--- src/rtl/bcd_conv_sched.sv ---
// Shares one iterative double-dabble binary-to-BCD engine between two round-robin requesters.
// Latency: N+2 cycles from the grant edge to the done pulse; one conversion per N+3 cycles back-to-back.
// Backpressure: requests are level-held and are only sampled in IDLE; req is ignored while converting.
module bcd_conv_sched #(
   parameter int N = 9
) (
   input  logic         clk,
   input  logic         reset,
   input  logic [1:0]   req,
   input  logic [N:0]   num0,
   input  logic [N:0]   num1,
   output logic         busy,
   output logic         grant_id,
   output logic         done,
   output logic         done_id,
   output logic         ovf,
   output logic [3:0]   hundreds,
   output logic [3:0]   tens,
   output logic [3:0]   ones
);

   // 12 BCD bits on top of the N+1 binary operand bits
   localparam int W  = N + 13;
   localparam int CW = $clog2(N + 1) + 1;
   localparam logic [N:0] MAX_DEC = (N + 1)'(999);

   typedef enum logic [1:0] {IDLE, SHIFT, DONE} state_t;

   state_t          state;
   state_t          state_nxt;
   logic [W-1:0]    sreg;
   logic [W-1:0]    sreg_adj;
   logic [CW-1:0]   cnt;
   logic            sat;
   logic            last;
   logic            gnt_vld;
   logic            gnt_sel;
   logic [N:0]      gnt_num;
   logic            last_step;

   // Round-robin pick: a lone request wins outright, a tie goes to whoever was not served last
   always_comb begin
      gnt_vld = |req;
      gnt_sel = 1'b0;
      case (req)
         2'b01:   gnt_sel = 1'b0;
         2'b10:   gnt_sel = 1'b1;
         2'b11:   gnt_sel = ~last;
         default: gnt_sel = 1'b0;
      endcase
      gnt_num = gnt_sel ? num1 : num0;
   end

   // Add-3 correction on each BCD nibble, all judged on the pre-add values
   always_comb begin
      sreg_adj = sreg;
      for (int k = 0; k < 3; k++) begin
         if (sreg[W-1-4*k -: 4] >= 4'd5)
            sreg_adj[W-1-4*k -: 4] = sreg[W-1-4*k -: 4] + 4'd3;
      end
   end

   assign last_step = (cnt == CW'(N));

   // State register
   always_ff @(posedge clk or posedge reset) begin
      if (reset)
         state <= IDLE;
      else
         state <= state_nxt;
   end

   // Next-state: grant from IDLE, N+1 shift steps, then one DONE cycle
   always_comb begin
      state_nxt = state;
      case (state)
         IDLE:    if (gnt_vld) state_nxt = SHIFT;
         SHIFT:   if (last_step) state_nxt = DONE;
         DONE:    state_nxt = IDLE;
         default: state_nxt = IDLE;
      endcase
   end

   // Datapath: operand capture, shift engine, result registers and round-robin pointer
   always_ff @(posedge clk or posedge reset) begin
      if (reset) begin
         sreg     <= '0;
         cnt      <= '0;
         sat      <= 1'b0;
         last     <= 1'b1;
         busy     <= 1'b0;
         grant_id <= 1'b0;
         done     <= 1'b0;
         done_id  <= 1'b0;
         ovf      <= 1'b0;
         hundreds <= 4'd0;
         tens     <= 4'd0;
         ones     <= 4'd0;
      end else begin
         done <= 1'b0;
         case (state)
            IDLE: begin
               // busy stays up through the done-pulse cycle and only drops if no new grant follows
               busy <= gnt_vld;
               if (gnt_vld) begin
                  grant_id <= gnt_sel;
                  sreg     <= {12'b0, gnt_num};
                  cnt      <= '0;
                  sat      <= (gnt_num > MAX_DEC);
               end
            end
            SHIFT: begin
               busy <= 1'b1;
               // bits pushed past the hundreds nibble fall off the top
               sreg <= sreg_adj << 1;
               cnt  <= cnt + CW'(1);
            end
            DONE: begin
               busy     <= 1'b1;
               done     <= 1'b1;
               done_id  <= grant_id;
               last     <= grant_id;
               ovf      <= sat;
               hundreds <= sat ? 4'd9 : sreg[W-1 -: 4];
               tens     <= sat ? 4'd9 : sreg[W-5 -: 4];
               ones     <= sat ? 4'd9 : sreg[W-9 -: 4];
            end
            default: busy <= 1'b0;
         endcase
      end
   end

endmodule

--- config.mk ---
export PLATFORM = sky130hd
export DESIGN_NAME = bcd_conv_sched
export DESIGN_NICKNAME = d
export VERILOG_FILES = /design/src/rtl/bcd_conv_sched.sv
export SDC_FILE = /design/constraint.sdc
export NUM_CORES = 1
export LEC_CHECK = 0
export ABC_AREA = 0
export CAP_MARGIN = 20
export CORE_UTILIZATION = 45
export CTS_CLUSTER_SIZE = 14
export DETAILED_ROUTE_END_ITERATION = 10
export PLACE_DENSITY = 0.7
export SKIP_LAST_GASP = 1
export SYNTH_ARGS = -nofsm -noshare
export SYNTH_HDL_FRONTEND = slang
export SYNTH_SLANG_ARGS = --single-unit
--- constraint.sdc ---
create_clock -name clk -period 2.1 [get_ports clk]
set_input_delay 0.42 -clock clk [delete_from_list [all_inputs] [get_ports clk]]
set_output_delay 0.42 -clock clk [all_outputs]
set_load 0.02 [all_outputs]
After elaboration in Yosys (flattened, before gate mapping) --
Cells that the tools add are included.
Operators by class: add/subtract/negate cells 4, bitwise logic cells 1, reductions and logical operators 7, eq/ne operators 7, order comparisons 4, mux-type cells 17
Operators by type and width (number):
- $pmux 22 s2 | 1
- $mux 22 | 1
- $mux 4 | 5
- $ge 4x3->1 const B | 3
- $gt 10x10->1 const B | 1
- $mux 10 | 1
- $pmux 5 s2 | 1
- $add 4x2->4 const B | 2
- $eq 2x2->1 const B | 3
- $reduce_and 2->1 | 3
- $add 5x1->5 const B | 1
- $eq 5x4->1 const B | 1
- $mux 5 | 1
- $mux 2 | 2
- $ne 2x2->1 const B | 2
- $pmux 1 s2 | 2
- $pmux 2 s2 | 1
- $reduce_or 2->1 | 2
- $add 3x2->3 const B | 1
- $mux 3 | 1
- $eq 2x1->1 const B | 1
- $logic_not 2->1 | 1
- $reduce_bool 2->1 | 1
- $mux 1 | 1
- $not 1->1 | 1
Storage, ports and cells: flip-flop bits (word level) 48, word-level logic and storage cells 53

Depth between registers and ports, before layout --
word-level depth 5, gate-level depth with buffers 8, gate-level depth less buffers 6

Worst setup path before layout --
No wires, ideal clock.
path type register to register, from register state[0], to register sreg[21], path buffers 2, library setup time 121 ps, stages on the path, launching flop included 8, arrival time 1702 ps, slack 277 ps, clock period less this slack 1823 ps, path through dfrtp_1 > inv_1 > ha_1 > or3b_1 > buf_6 > and2_4 > buf_6 > a32o_2
Between the ends: cells in the longest elaborated chain, start to end 3, elaborated cells between the ends (all ways) 6
RTL lines:
- start, declared | RTL line 29 | state_t state;
- start signal, assigned | RTL line 70 | state <= state_nxt;
- $eq 2x1->1 / $logic_not 2->1 (equally long branches) | RTL line 101 | case (state)
- $reduce_bool 2->1 (no source line) / $ne 2x2->1 (equally long branches)
- $reduce_and 2->1 (no source line)
- end signal, assigned | RTL line 107 | sreg <= {12'b0, gnt_num};
- end signal, assigned | RTL line 115 | sreg <= sreg_adj << 1;
- end, declared | RTL line 31 | logic [W-1:0] sreg;
Parallel ways exist; a longest one is shown, timed or not. A chain may end at the register's enable or synchronous reset.

Final worst setup path --
from register state[0], to register sreg[7]
Same word-level chain as after synthesis.

==> impl_metrics.tcl <==
set metrics [dict create \
    ys.flop_type "dfrtp_1" \
    gp_congestion 0.868 \
    clk_latency_ps 300 \
    critPathLaunchType "register" \
    nNetsFinal 321 \
    grt_usage_pct 19.5 \
    power_density_mw_per_mm2 1280 \
    setup_viol 0 \
    gr-total-overflow 0 \
    final.setup_skew_ps 6.37 \
    dieArea_mm2 0.00562 \
    holdCritPathClass "input pin to asynchronous set/reset pin" \
    hold_viol_final 0 \
    synth.avg_cell_area_um2 10.4 \
    io_buffers 40 \
    finalPower_w 0.00393 \
    timing.fmax_mhz 524 \
    vias 1829 \
    clock_path_buffers 2 \
    postCtsHoldBufs 0 \
    regArea_mm2 0.00120 \
    cap_violations 0 \
    drive_gt1_share_pct 14.0 \
    fill_cells 463 \
    synth_top_area_cell "dfrtp_1" \
    final_area_mm2 0.00306 \
    crit_path_end_kind "register" \
    antenna_left 0 \
    multi_input_area_mm2 0.00107 \
    area_growth_pct 27.8 \
    final_max_slew_viol_count 0 \
    ys_types 38 \
    synth_commonest_cells "dfrtp_1 (47), o21ai_0 (20), inv_1 (19)" \
    critPathRequiredTime_ps 2330 \
    dp_hpwl_mm 3.58 \
    yosysWarnings 0 \
    die_h_um 75.0 \
    min_period_over_period_pct 90.9 \
    dpl_cell_area_mm2 0.00295 \
    grt_max_degree 27 \
    cts_buffers 5 \
    grt_pass1_vias 1776 \
    total_leakage_power_nw 1.38 \
    synth_edf_count 0 \
    rows 26 \
    wirelength_mm 4.82 \
    drc 0 \
    critPathArrivalTime_ps 2140 \
    setup_tns_ps 0 \
    synth_most_common_cell "dfrtp_1" \
    cts_tree "done" \
    outcome "finished, final reports clean" \
    antenna_cells 0 \
    grt_pass1_wl_mm 8.24 \
    holdWs_ps 352 \
    synth_seq_cells 48 \
    cts_root_buf "clkbuf_8" \
    synth_top_area_share_pct 49.1 \
    cp_max_fo 10 \
    drt-initial-drc-count 62 \
    antenna_found_initial 0 \
    ir_drop_uv 510 \
    seq_area_frac_synth_pct 50.2 \
    synth_fp_nets 268 \
    start_util_pct 46.9 \
    die_w_um 75.0 \
    slew_headroom_pct 65.6 \
    clock-sinks 48 \
    rsz0062_at_grt "no" \
    cts_setup_buffers 0 \
    synth_cells 231 \
    synthArstFlopShare_pct 100 \
    firstDrtPassIters 6 \
    ctsResizeCount 0 \
    worst_slew_pin_slew_ps 517 \
    viasPerCell 5.15 \
    yosys-top-cells-area "dfrtp_1 (49%), ha_1 (6.8%), mux2i_1 (5.4%), o21ai_0 (4.2%), a21oi_1 (3.8%)" \
    ios 41 \
    htree_levels 2 \
    core_area_mm2 0.00511 \
    syn_area_mm2 0.00239 \
    clkTransAtPathRegs_ps 90 \
    wl_per_cell_um 13.6 \
    critPathKind "register to register" \
    layout_min_cycle_time_ps 1910 \
    final_util_pct 59.9 \
]
-- final cells by class --
type	instances	area share, %
clock buffer	5	2.25
clock inverter	3	1.39
inverter	19	2.33
sequential	48	39.3
multi-input combinational	156	35.0
timing repair buffer	54	16.9
tap	70	2.86
-- cells in the final DEF, fill, tap and decap left out, types with 2 or more instances in the layout --
cell type / n
a21oi_1: 18
a22o_1: 2
a22o_2: 3
a22oi_1: 3
and3_2: 6
buf_4: 13
clkbuf_8: 5
clkdlybuf4s50_1: 40
dfrtp_1: 47
ha_1: 13
inv_1: 18
mux2_2: 2
mux2i_1: 13
nand2_1: 12
nand2b_1: 4
nand3_1: 2
nand4_1: 2
nor2_1: 16
nor2b_1: 2
nor3_1: 3
nor3b_1: 3
o21ai_0: 20
o21ai_1: 4
o22a_1: 3
o22ai_1: 9
xnor2_1: 6
-- critical path, stage by stage (launching register included) --
cell and delay [ps]:
dfrtp_1 420, inv_1 110, ha_1 170, or3b_1 510
o21ai_2 210, buf_4 240, a22oi_1 90, o21ai_1 80
-- cells by family (layout without fill, tap and decap cells) --
logic type                 after synthesis  count (layout)  share of synthesized area, %
AOI/OAI and AO/OA                       66              66                          16.6
and+or+nand+nor                         55              55                          12.3
DFF                                     48              48                          50.2
buffers and inverters                   27              81                          5.07
muxes                                   16              16                          6.84
adders and majority gates               13              13                          6.79
xor gates and xnor gates                 6               6                          2.19
-- state kept, by name, indices dropped and copies added (netlist names) --
signal and cells:
ovf 1, busy 1, cnt 5, state 2, hundreds 4, done 1
sreg 22, grant_id 1, ones 4, sat 1, tens 4, done_id 1
last 1
-- routing by layer --
metal  wire length (um)  track usage (%)  share of wire, %
met2               2380             33.1                49
met4                 13             3.77              0.27
met5                  0                0                 0
met1               2320             26.4                48
met3                114             3.61               2.4
-- path summary, 6_finish.rpt --
path | end | slack, ps | start | cells past startpoint
worst min register to register | sreg[0] | 490 | sreg[0] | 2
max in group asynchronous | last | 1220 | reset | 3
worst min-delay path | cnt[2] | 350 | reset | 2
worst max-delay path | sreg[7] | 190 | state[0] | 7
min in group clk | sreg[0] | 490 | sreg[0] | 2
worst max register to register | sreg[7] | 190 | state[0] | 7
-- where the power goes --
group          internal [W]  switching [W]  leakage [nW]  total, W
Clock              0.000353       0.000312        0.0541  0.000665
Sequential          0.00126       0.000232         0.631   0.00149
Combinational      0.000844       0.000937         0.697   0.00178
-- metrics by stage --
step	instances	setup slack, ps
3_5_place_dp	347	29.7
5_1_grt	355	38.4
6_report	355	192
3_3_place_gp	347	84.4
2_1_floorplan	231	277
4_1_cts	355	191
Note: power is estimated with default switching activity, not from simulation.
